### config.mk
export PLATFORM = sky130hd
export DESIGN_NAME = inst_fetch
export DESIGN_NICKNAME = d
export VERILOG_FILES = /design/src/rtl/inst_fetch.sv
export SDC_FILE = /design/constraint.sdc
export NUM_CORES = 1
export LEC_CHECK = 0
export ABC_AREA = 0
export BUFFER_PORTS_ARGS = -buffer_cell sky130_fd_sc_hd__buf_4
export CAP_MARGIN = 20
export CORE_MARGIN = 4
export CORE_UTILIZATION = 40
export DETAILED_ROUTE_END_ITERATION = 10
export PLACE_DENSITY = 0.69
export SKIP_LAST_GASP = 1
export SYNTH_ARGS = -nofsm -noshare
export SYNTH_HDL_FRONTEND = slang
export SYNTH_SLANG_ARGS = --single-unit
### constraint.sdc
create_clock -name clk -period 1.7 [get_ports clk]
set_input_delay 0.17 -clock clk [delete_from_list [all_inputs] [get_ports clk]]
set_output_delay 0.17 -clock clk [all_outputs]
set_load 0.005 [all_outputs]
### src/rtl/inst_fetch.sv
// Instruction fetch unit: samples the PC on a fetch strobe, runs a single
// read transaction against instruction memory and returns the word and PC+4.
// Optional wait timeout is enabled by defining INST_FETCH_TIMEOUT_EN.
module inst_fetch #(
    parameter int unsigned TIMEOUT = 255
) (
    input  logic        clk,
    input  logic        rst,
    input  logic        fetch_en,
    input  logic [31:0] pc_reg,
    output logic        imem_req,
    output logic [31:0] imem_addr,
    input  logic        imem_ack,
    input  logic [31:0] imem_rdata,
    output logic [31:0] inst,
    output logic        inst_valid,
    output logic [31:0] pc_next,
    output logic        busy,
    output logic        misalign,
    output logic        fetch_err
);

    typedef enum logic {
        S_IDLE,
        S_WAIT
    } state_t;

    state_t      state_q, state_d;
    logic [31:0] addr_q, addr_d;
    logic [31:0] pc_next_q, pc_next_d;
    logic [31:0] inst_q, inst_d;
    logic        valid_q, valid_d;
    logic        misalign_q, misalign_d;
    logic        err_q, err_d;

`ifdef INST_FETCH_TIMEOUT_EN
    localparam logic [15:0] TIMEOUT_W = 16'(TIMEOUT);
    logic [15:0] cnt_q, cnt_d, cnt_inc;
`endif

    always_comb begin
        state_d    = state_q;
        addr_d     = addr_q;
        pc_next_d  = pc_next_q;
        inst_d     = inst_q;
        valid_d    = 1'b0;
        misalign_d = 1'b0;
        err_d      = 1'b0;
`ifdef INST_FETCH_TIMEOUT_EN
        cnt_d      = cnt_q;
        cnt_inc    = cnt_q + 16'd1;
`endif
        case (state_q)
            S_IDLE: begin
                if (fetch_en) begin
                    if (pc_reg[1:0] == 2'b00) begin
                        state_d   = S_WAIT;
                        addr_d    = pc_reg;
                        pc_next_d = pc_reg + 32'd4;
`ifdef INST_FETCH_TIMEOUT_EN
                        cnt_d     = 16'd0;
`endif
                    end else begin
                        misalign_d = 1'b1;
                    end
                end
            end
            S_WAIT: begin
                // An ack always beats a timeout landing in the same cycle.
                if (imem_ack) begin
                    inst_d  = imem_rdata;
                    valid_d = 1'b1;
                    state_d = S_IDLE;
                end
`ifdef INST_FETCH_TIMEOUT_EN
                else if (cnt_inc == TIMEOUT_W) begin
                    err_d   = 1'b1;
                    state_d = S_IDLE;
                end else begin
                    cnt_d = cnt_inc;
                end
`endif
            end
            default: state_d = S_IDLE;
        endcase
    end

    always_ff @(posedge clk) begin
        if (rst) begin
            state_q    <= S_IDLE;
            addr_q     <= 32'd0;
            pc_next_q  <= 32'd0;
            inst_q     <= 32'd0;
            valid_q    <= 1'b0;
            misalign_q <= 1'b0;
            err_q      <= 1'b0;
`ifdef INST_FETCH_TIMEOUT_EN
            cnt_q      <= 16'd0;
`endif
        end else begin
            state_q    <= state_d;
            addr_q     <= addr_d;
            pc_next_q  <= pc_next_d;
            inst_q     <= inst_d;
            valid_q    <= valid_d;
            misalign_q <= misalign_d;
            err_q      <= err_d;
`ifdef INST_FETCH_TIMEOUT_EN
            cnt_q      <= cnt_d;
`endif
        end
    end

    assign imem_req   = (state_q == S_WAIT);
    assign busy       = (state_q != S_IDLE);
    assign imem_addr  = addr_q;
    assign pc_next    = pc_next_q;
    assign inst       = inst_q;
    assign inst_valid = valid_q;
    assign misalign   = misalign_q;
    assign fetch_err  = err_q;

endmodule

==> results of run 1 <==
==> where the power goes <==
part,switching [mW],leakage (nW),internal (mW)
logic,0.279,1.37,0.291
registers,0.0408,0.788,2.35
clock network,0.814,0.120,0.921
total,1.13,2.28,3.56
==> kinds of logic (layout without fill, tap and decap cells) <==
group                    Yosys count  count (layout)
adder cells (fa/ha/maj)            1               1
flip-flops                        97              97
other                              1               1
AO/OA/AOI/OAI                     94              94
buffers and inverters             43             199
AND/OR/NAND/NOR                  218             218
XOR/XNOR                          27              27
==> cell usage in the layout, fill, tap and decap left out, drive strengths merged, types with 3 or more instances in the layout <==
master,instances
buf,180
nand2,139
dfxtp,97
a21oi,64
nor2,32
a211oi,27
xnor2,15
xor2,12
clkbuf,11
nor4,9
nand3,8
nand4,7
nor3,6
and4,4
inv,4
or3,3
and3,3
and2,3
==> worst register-to-register path, cell delays in order, from the launching register on <==
cell and delay (ns):
sky130_fd_sc_hd__dfxtp_1 0.32, sky130_fd_sc_hd__nand2b_1 0.19, sky130_fd_sc_hd__nor3_4 0.25, sky130_fd_sc_hd__buf_12 0.28, sky130_fd_sc_hd__nor2_1 0.07, sky130_fd_sc_hd__a311oi_1 0.23
==> metal layers <==
metal	part of all wire, %	GRT usage, %	vias to the layer above
li1	-	-	1906
met1	43	23.9	1725
met2	45	28.8	129
met3	10	8.12	14
met4	1.1	4.96	0
met5	0	0	-
==> flip-flops by register name, summed over array words and instances (netlist names) <==
| register | count |
|---|---|
| busy | 1 |
| imem_addr | 32 |
| inst | 32 |
| inst_valid | 1 |
| misalign | 1 |
| pc_next | 30 |
==> layout make-up <==
class | count | area [um^2]
timing repair buffer | 180 | 1390
tap | 133 | 166
clock buffer | 11 | 151
sequential | 97 | 1940
clock inverter | 5 | 86.3
fill | 898 | 4160
inverter | 3 | 11.3
multi-input combinational | 341 | 1910
==> worst min path at each step <==
stage                    end           start  cells past startpoint  slack (ns)
6_report             inst[8]   imem_rdata[8]                      3        0.05
2_1_floorplan  imem_addr[10]      pc_reg[10]                      2        0.31
3_3_place_gp        inst[21]  imem_rdata[21]                      3        0.42
5_1_grt              inst[0]   imem_rdata[0]                      3        0.03
4_1_cts              inst[4]   imem_rdata[4]                      3        0.03
3_5_place_dp         inst[4]   imem_rdata[4]                      3        0.43
==> results by group, run 1 <==
STA
  – Setup repair after global routing missed its margin: no
  – Count of endpoints failing hold in the final timing report: 0
  – Fmax: around 700 MHz
  – Final slew viol count: 0
  – Worst Setup Slack, final: roughly 0.27 ns
  – Worst hold margin: about 0.049 ns
  – Period utilisation layout: approximately 84%
  – Minimum period implied by the final worst setup slack: between 1 and 1.5 ns
  – Final TNS setup: 0 ns
  – Final setup fails: 0
  – Final worst clock skew: 0.00916 ns

Synth
  – Net count of the mapped netlist: 550
  – Library cell occupying the most area in the post-synthesis netlist: sky130_fd_sc_hd__dfxtp_1
  – Multiplexer share of the synthesized area: 0%
  – Synthesis-stage register bit count: 97
  – Area fraction in compound gates after synthesis: around 15%
  – Post-synthesis xor/xnor area fraction: under 10%
  – Adder and majority cell fraction of the synthesized area: less than 1%
  – Most frequently used cell type in the post-synthesis netlist: sky130_fd_sc_hd__nand2_1
  – Yosys warning total: 0
  – Number of instances in the synthesized netlist: 481
  – Post-synthesis cell type count: 32
  – Top post-synthesis cells by count: 137 x sky130_fd_sc_hd__nand2_1, 97 x sky130_fd_sc_hd__dfxtp_1, 64 x sky130_fd_sc_hd__a21oi_1
  – Async set or reset register ratio after synthesis: 0%
  – Simple-gate area share of the yosys netlist: 26.2%
  – Area of the mapped netlist: a little over 4000 um^2
  – Synthesized area per cell: 8.40 um^2
  – Main combinational cell family by area after synthesis: simple AND/OR/NAND/NOR gates
  – EDFF count, synth: 0
  – Share of the synthesized area in the top cell type: 48.1%
  – Most used flip-flop cell after synthesis: sky130_fd_sc_hd__dfxtp_1
  – Sequential share of the synthesized area: approximately half
  – Dominant cells by area after synthesis: sky130_fd_sc_hd__dfxtp_1 48%, sky130_fd_sc_hd__nand2_1 13%, sky130_fd_sc_hd__a21oi_1 7.9%, sky130_fd_sc_hd__a211oi_2 3.4%, sky130_fd_sc_hd__xnor2_1 3.3%

Power
  – Leakage power summed over all cells: around 2.3 nW
  – Total power density per cell area: 829 nW/um^2
  – Worst IR drop on VDD: 0.513 mV
  – Power Total: 4.69 mW

Min path
  – Class of the most critical hold timing path: input pin to flip-flop

Place
  – Number of buffers added on ports: approximately 170
  – Placed wire-length estimate after detailed placement: a little over 8 mm
  – Post-place instance area: between 5000 and 6000 um^2
  – Final estimated routing congestion in global placement: 0.771
  – Number of placed cells counting well taps: 754
  – Worst setup slack after placement: about 0.028 ns

Floorplanning
  – Die boundary width: 109 um
  – Placeable core region: 9820 um^2
  – Initial core utilization: approximately two fifths
  – Vertical die dimension: between 100 and 150 um
  – Area of the die: approximately 12000 um^2
  – I/O pin count: between 150 and 200
  – Floorplan row count: 36

Layout
  – Final core utilization: between 50% and 60%
  – Inserted Diodes: 0
  – Post-route non-filler standard cell count: 770
  – Net count, final: ~700
  – Post-Layout Inst Area: ~5700 um^2
  – Area growth, synth to finish: 40.1%
  – Share of cells above drive strength 1: between 30% and 40%

Detailed routing
  – Detailed-route vias per instance: about 5
  – Final ANT Viol Nets: 0
  – Total iterations of the first detailed-routing run: 4
  – Drt initial violations: between 150 and 200
  – Wire per inst: between 10 and 15 um
  – Remaining design rule violation count: 0
  – WL final: roughly 11 mm
  – Total via count after detailed routing: around 3800

Critical path
  – Number of cell instances on the worst register-to-register path: 5
  – Worst setup path end: pc_next[17]
  – Peak fanout along the critical path: 48
  – Critical Path End Type: flip-flop
  – Required @ worst endpoint: ~2.0 ns
  – Category of the critical setup timing path: flip-flop to flip-flop
  – Worst r2r src: busy
  – Number of buffers and inverters on the critical path: 1
  – Crit. Startpoint: busy
  – Startpoint types: flip-flop
  – CP top delay family: simple AND/OR/NAND/NOR gates
  – Cells along the critical path: nand2b_1 -> nor3_4 -> buf_12 -> nor2_1 -> a311oi_1
  – Capturing point of the worst reg2reg path: pc_next[17]
  – Critical Path Slowest Stage Cell: sky130_fd_sc_hd__dfxtp_1
  – Number of cells on the critical path: 5
  – WP data arrival: 1.70 ns
  – Crit path largest cell delay: 0.32 ns
  – Worst reg2reg setup slack: around 0.27 ns

Global route
  – Maximum number of pins on one net before global-route repair: a little under 100
  – First-pass GRT wire length: 17.4 mm
  – Vias in the first global route: 3570
  – Number of antenna violations at the first check in global routing: 0
  – Grt total ovfl: 0
  – GR Util All Layers: 18.7%

Status
  – Outcome: completed

Clock network
  – Clock root buffer: sky130_fd_sc_hd__clkbuf_8
  – Number of sinks on the clock net: between 90 and 100
  – Buffers from clock root to sink, at most: 2
  – Clock-pin transition on the worst setup and hold timing paths: about 0.10 ns
  – Clock latency on the worst-skew pair: between 0.3 and 0.4 ns
  – Number of CTS-inserted buffers: 9
  – Number of hold-repair buffers added at the cts stage: 0
  – Post-CTS setup buffer count: 0
  – Number of gates resized after cts: 0
  – CTS tree: done
  – H-tree depth reported by CTS: 3

Flow run
  – Max-Cap Viols: 0
No activity file was read; power rests on OpenSTA's default activity.
==> run 2, diff against run 1 <==
--- a/config.mk
+++ b/config.mk
@@ -11,7 +11,7 @@
 export CORE_MARGIN = 4
 export CORE_UTILIZATION = 40
 export DETAILED_ROUTE_END_ITERATION = 10
-export PLACE_DENSITY = 0.69
+export PLACE_DENSITY = 0.71
 export SKIP_LAST_GASP = 1
 export SYNTH_ARGS = -nofsm -noshare
 export SYNTH_HDL_FRONTEND = slang
==> constraint.sdc (replaced) <==
create_clock -name clk -period 1.3 [get_ports clk]
set_input_delay 0.13 -clock clk [delete_from_list [all_inputs] [get_ports clk]]
set_output_delay 0.13 -clock clk [all_outputs]
set_load 0.005 [all_outputs]
==> run 2 against run 1 <==
- the flow now finishes with violations (negative setup slack)
- first-iteration DRC count grew 8.3%
- core utilization grew 4.9 points
- clock skew shrank 0.0028 ns
- sequential power grew 31%
- clock power shrank 5%
- wire length grew 9.6%
- combinational power grew 61%
- die area is the same
- global-route usage grew 1.6 points
- non-clock buffer count grew 43
- cell count grew 5.3%
- via count grew 5.9%
==> results by group, run 2 (same netlist as run 1, synthesis figures left out) <==
Power
  – Total power density per cell area: around 930 nW/um^2
  – Power Total: 5.70 mW
  – Leakage power summed over all cells: between 2 and 3 nW
  – Worst IR drop on VDD: approximately 0.52 mV

STA
  – Final worst clock skew: approximately 0.0064 ns
  – Count of endpoints failing hold in the final timing report: 0
  – Final setup fails: 5
  – Period utilisation layout: 101%
  – Fmax: about 760 MHz
  – Worst Setup Slack, final: -0.0121 ns
  – Worst hold margin: 0.0162 ns
  – Setup repair after global routing missed its margin: yes
  – Minimum period implied by the final worst setup slack: about 1.3 ns
  – Final slew viol count: 0
  – Final TNS setup: -0.0372 ns

Clock network
  – Number of CTS-inserted buffers: 9
  – Clock root buffer: sky130_fd_sc_hd__clkbuf_8
  – Clock-pin transition on the worst setup and hold timing paths: around 0.080 ns
  – H-tree depth reported by CTS: 3
  – Buffers from clock root to sink, at most: 2
  – Clock latency on the worst-skew pair: about 0.36 ns
  – Number of sinks on the clock net: between 90 and 100
  – CTS tree: done

Detailed routing
  – Wire per inst: 14.9 um
  – Detailed-route vias per instance: roughly 4.9
  – Remaining design rule violation count: 0
  – Total iterations of the first detailed-routing run: 4
  – Total via count after detailed routing: roughly 4000
  – WL final: ~12 mm
  – Final ANT Viol Nets: 0
  – Drt initial violations: between 150 and 200

Floorplanning
  – Area of the die: around 12000 um^2
  – Die boundary width: 109 um
  – Floorplan row count: 36
  – Placeable core region: between 9000 and 10000 um^2
  – I/O pin count: approximately 170
  – Initial core utilization: 41.1%
  – Vertical die dimension: about 110 um

Layout
  – Area growth, synth to finish: 51.9%
  – Post-route non-filler standard cell count: ~810
  – Net count, final: about 740
  – Final core utilization: a little over three fifths
  – Share of cells above drive strength 1: 40.3%
  – Fill cell instance count of the final layout: 865
  – Area of all sequential standard cells: ~1900 um^2
  – Inserted Diodes: 0
  – Leading cell type in the layout, fill and taps excluded: sky130_fd_sc_hd__buf_4
  – Commonest cells after routing, fill and taps aside: 206 x sky130_fd_sc_hd__buf_4, 137 x sky130_fd_sc_hd__nand2_1, 96 x sky130_fd_sc_hd__dfxtp_1
  – Multi-input gate area in the final layout: a little over 2000 um^2

Global route
  – First-pass GRT wire length: roughly 19 mm
  – Number of antenna violations at the first check in global routing: 0
  – Vias in the first global route: ~4000
  – GR Util All Layers: between 20% and 30%
  – Grt total ovfl: 0
  – Maximum number of pins on one net before global-route repair: 33

Place
  – Number of buffers added on ports: about 170
  – Placed wire-length estimate after detailed placement: approximately 8.5 mm
  – Final estimated routing congestion in global placement: 0.850
  – Number of placed cells counting well taps: roughly 790

Flow run
  – Max-Cap Viols: 0

Critical path
  – Startpoint types: flip-flop
  – Number of cell instances on the worst register-to-register path: 6
  – Critical Path End Type: flip-flop
  – Category of the critical setup timing path: flip-flop to flip-flop
  – WP data arrival: around 1.6 ns
  – Peak fanout along the critical path: 23
  – Required @ worst endpoint: between 1.5 and 2 ns

Min path
  – Class of the most critical hold timing path: input pin to flip-flop
  – Worst hold path cell count: 3

Status
  – Outcome: finished, violations left
  – Failing checks: negative setup slack
run 2: timing repair:
item	4_1_cts	5_1_grt
endpoints found under the setup margin	14	59
hold endpoints to repair	5	0
setup buffers	2	0
cloned	1	3
pin swaps	0	1
gates resized for setup	1	26
hold buffers	5	0
run 2: per-stage QoR:
step	instance area [um^2]	worst slack [ns]
2_1_floorplan	4080	-0.0137
3_3_place_gp	5720	-0.228
3_5_place_dp	5720	-0.245
4_1_cts	5960	-0.00787
5_1_grt	6140	-0.0999
6_report	6140	-0.0121
run 2: final cells by class:
cell class | count | share of cell area, %
clock inverters | 1 | 0.0815
clock buffers | 13 | 2.26
multi-input cells | 341 | 32.9
repair buffers | 223 | 30.2
well taps | 133 | 2.71
flip-flops and latches | 97 | 31.7
inverters | 3 | 0.183
run 2: routing by layer:
metal	part of all wire (%)	vias to the layer above	global-route usage, %	routed length [um]
met3	8.9	13	6.81	1080
li1	-	1989	-	-
met4	1.4	0	7.84	172
met1	42	1851	24.1	5120
met2	47	143	33.6	5750
met5	0	-	0	0
run 2: where the power goes:
part | switching [mW] | internal (mW) | leakage [nW]
Combinational | 0.415 | 0.502 | 1.65
Sequential | 0.0632 | 3.07 | 0.788
Clock | 0.973 | 0.677 | 0.0733
Total | 1.45 | 4.25 | 2.52
run 2: worst paths after layout:
check	from	end	slack [ns]
worst max-delay path	busy	pc_next[14]	-0.01
worst min-delay path	imem_rdata[6]	inst[6]	0.02
worst min register to register	inst[27]	inst[27]	0.46
worst max register to register	busy	pc_next[14]	-0.01
run 2: worst max-delay path, stage by stage, from the launching register on:
cell,delay [ns]
sky130_fd_sc_hd__dfxtp_2,0.32
sky130_fd_sc_hd__nand2b_4,0.15
sky130_fd_sc_hd__nor3_4,0.16
sky130_fd_sc_hd__buf_4,0.17
sky130_fd_sc_hd__buf_12,0.15
sky130_fd_sc_hd__nor2_1,0.05
sky130_fd_sc_hd__a211oi_1,0.22
==> run 3, diff against run 2 <==
==> config.mk (replaced) <==
export PLATFORM = sky130hd
export DESIGN_NAME = inst_fetch
export DESIGN_NICKNAME = d
export VERILOG_FILES = /design/src/rtl/inst_fetch.sv
export SDC_FILE = /design/constraint.sdc
export NUM_CORES = 1
export LEC_CHECK = 0
export ABC_AREA = 0
export CAP_MARGIN = 20
export CORE_MARGIN = 4
export CORE_UTILIZATION = 40
export DETAILED_ROUTE_END_ITERATION = 10
export DONT_BUFFER_PORTS = 1
export SYNTH_ARGS = -nofsm -noshare
export SYNTH_HDL_FRONTEND = slang
export SYNTH_SLANG_ARGS = --single-unit
==> run 3 against run 2 <==
- the flow finishes with violations (negative hold slack, negative setup slack)
- global-route usage fell by 3.2 points
- register-to-register slack barely moved
- final area down 23%
- flip-flop and latch count unchanged
- critical path depth unchanged
- first-iteration DRC count increased by 3.0%
- wire length decreased by 15%
- hold slack worse by 0.17 ns
==> results by group, run 3 (same netlist as run 1, synthesis figures left out) <==
STA
  – Period utilisation layout: 100%
  – Final worst clock skew: 0.00597 ns
  – Count of endpoints failing hold in the final timing report: 96
  – Setup repair after global routing missed its margin: yes
  – Final setup fails: 2
  – Worst hold margin: -0.156 ns
  – Final slew viol count: 0
  – Fmax: about 770 MHz
  – Minimum period implied by the final worst setup slack: between 1 and 1.5 ns
  – Worst Setup Slack, final: -0.00491 ns

Critical path
  – Number of cell instances on the worst register-to-register path: 6
  – Startpoint types: flip-flop
  – Worst r2r src: busy
  – Cells along the critical path: nand2b_4 -> nor3_4 -> buf_12 -> bufbuf_16 -> nand2_1 -> a21oi_1
  – Crit path largest cell delay: ~0.33 ns
  – Critical Path End Type: flip-flop
  – Peak fanout along the critical path: 12
  – Capturing point of the worst reg2reg path: imem_addr[9]
  – WP data arrival: ~1.6 ns
  – Category of the critical setup timing path: flip-flop to flip-flop
  – Worst reg2reg setup slack: -0.005 ns
  – CP top delay family: buffers and inverters
  – Number of cells on the critical path: 6
  – Required @ worst endpoint: ~1.6 ns
  – Crit. Startpoint: busy
  – Worst setup path end: imem_addr[9]
  – Number of buffers and inverters on the critical path: 2
  – Critical Path Slowest Stage Cell: sky130_fd_sc_hd__dfxtp_2

Floorplanning
  – Area of the die: approximately 12000 um^2
  – Die boundary width: 109 um
  – Placeable core region: roughly 10000 um^2
  – Floorplan row count: 36
  – I/O pin count: approximately 170
  – Initial core utilization: between 40% and 50%
  – Vertical die dimension: approximately 110 um

Place
  – Placed wire-length estimate after detailed placement: between 7 and 8 mm
  – Number of buffers added on ports: 0
  – Final estimated routing congestion in global placement: ~0.77
  – Worst setup slack after placement: -0.170 ns
  – Number of placed cells counting well taps: 598

Global route
  – Maximum number of pins on one net before global-route repair: about 100
  – First-pass GRT wire length: around 16 mm
  – GR Util All Layers: 17.0%
  – Number of antenna violations at the first check in global routing: 0
  – Vias in the first global route: around 3100
  – Grt total ovfl: 0

Clock network
  – Clock root buffer: sky130_fd_sc_hd__clkbuf_8
  – Clock latency on the worst-skew pair: 0.35 ns
  – Clock-pin transition on the worst setup and hold timing paths: roughly 0.090 ns
  – CTS tree: done
  – Number of sinks on the clock net: 97
  – Number of CTS-inserted buffers: 9
  – Buffers from clock root to sink, at most: 2
  – H-tree depth reported by CTS: 3

Power
  – Leakage power summed over all cells: 1.56 nW
  – Worst IR drop on VDD: around 0.57 mV
  – Total power density per cell area: 1210 nW/um^2

Layout
  – Net count, final: ~560
  – Inserted Diodes: 0
  – Area growth, synth to finish: 16.7%
  – Post-route non-filler standard cell count: 628
  – Share of cells above drive strength 1: 16.0%
  – Commonest cells after routing, fill and taps aside: 137 x sky130_fd_sc_hd__nand2_1, 96 x sky130_fd_sc_hd__dfxtp_1, 63 x sky130_fd_sc_hd__a21oi_1
  – Leading cell type in the layout, fill and taps excluded: sky130_fd_sc_hd__nand2_1

Detailed routing
  – Total via count after detailed routing: between 3000 and 4000
  – Final ANT Viol Nets: 0
  – WL final: 10.3 mm
  – Drt initial violations: approximately 170
  – Detailed-route vias per instance: approximately 5.1
  – Wire per inst: around 16 um
  – Remaining design rule violation count: 0
  – Total iterations of the first detailed-routing run: 4

Flow run
  – Max-Cap Viols: 0

Min path
  – Worst hold path cell count: 1
  – Class of the most critical hold timing path: input pin to flip-flop

Status
  – Failing checks: negative hold slack, negative setup slack
  – Outcome: finished, violations left
## run 3: worst min path at each step
stage / slack, ns / endpoint / startpoint
after floorplan: 0.27 / imem_addr[10] / pc_reg[10]
after global placement: 0.21 / pc_next[31] / rst
after detailed placement: 0.21 / pc_next[31] / rst
after CTS: -0.18 / imem_addr[16] / rst
after global routing: -0.19 / imem_addr[24] / rst
final: -0.16 / pc_next[11] / rst
## run 3: where the power goes
group / switching, mW / total, mW / internal (mW)
Sequential: 0.0815 / 3.15 / 3.07
Clock: 1.01 / 2.15 / 1.14
Combinational: 0.194 / 0.401 / 0.207
Total: 1.29 / 5.70 / 4.41
## run 3: layer usage
layer  vias to the layer above  track usage, %  share of wire [%]
met5                         -               0                  0
met4                         0            5.32                1.0
met3                         7            8.78                 13
met2                       134            26.6                 46
met1                      1469            20.4                 40
li1                       1615               -                  -
## run 3: what timing repair did
item	4_1_cts	5_1_grt
setup endpoints to repair	8	49
buffers inserted	1	0
pin swaps	1	0
gates cloned	1	0
hold buffers	1	11
gates resized for setup	2	9
hold endpoints to repair	97	96
## run 3: area by class of cell
class,instances,area [um^2]
clock inverters,5,78.8
repair buffers,38,423
multi-input cells,341,1950
inverters,3,11.3
flip-flops and latches,97,1940
well taps,133,166
clock buffers,11,141
fillers,975,5100
## run 3: metrics by stage
stage | TNS, ns | cell area [um^2] | power [mW] | utilization, %
after CTS | -0.0494 | 4570 | 5.74 | 46.6
after floorplan | -0.267 | 4080 | 3.51 | -
after global placement | -1.20 | 4300 | 3.56 | 43.8
after detailed placement | -1.87 | 4300 | 3.57 | 43.8
after global routing | -1.45 | 4720 | 5.95 | 48.0
final | -0.00975 | 4720 | 5.70 | 48.0
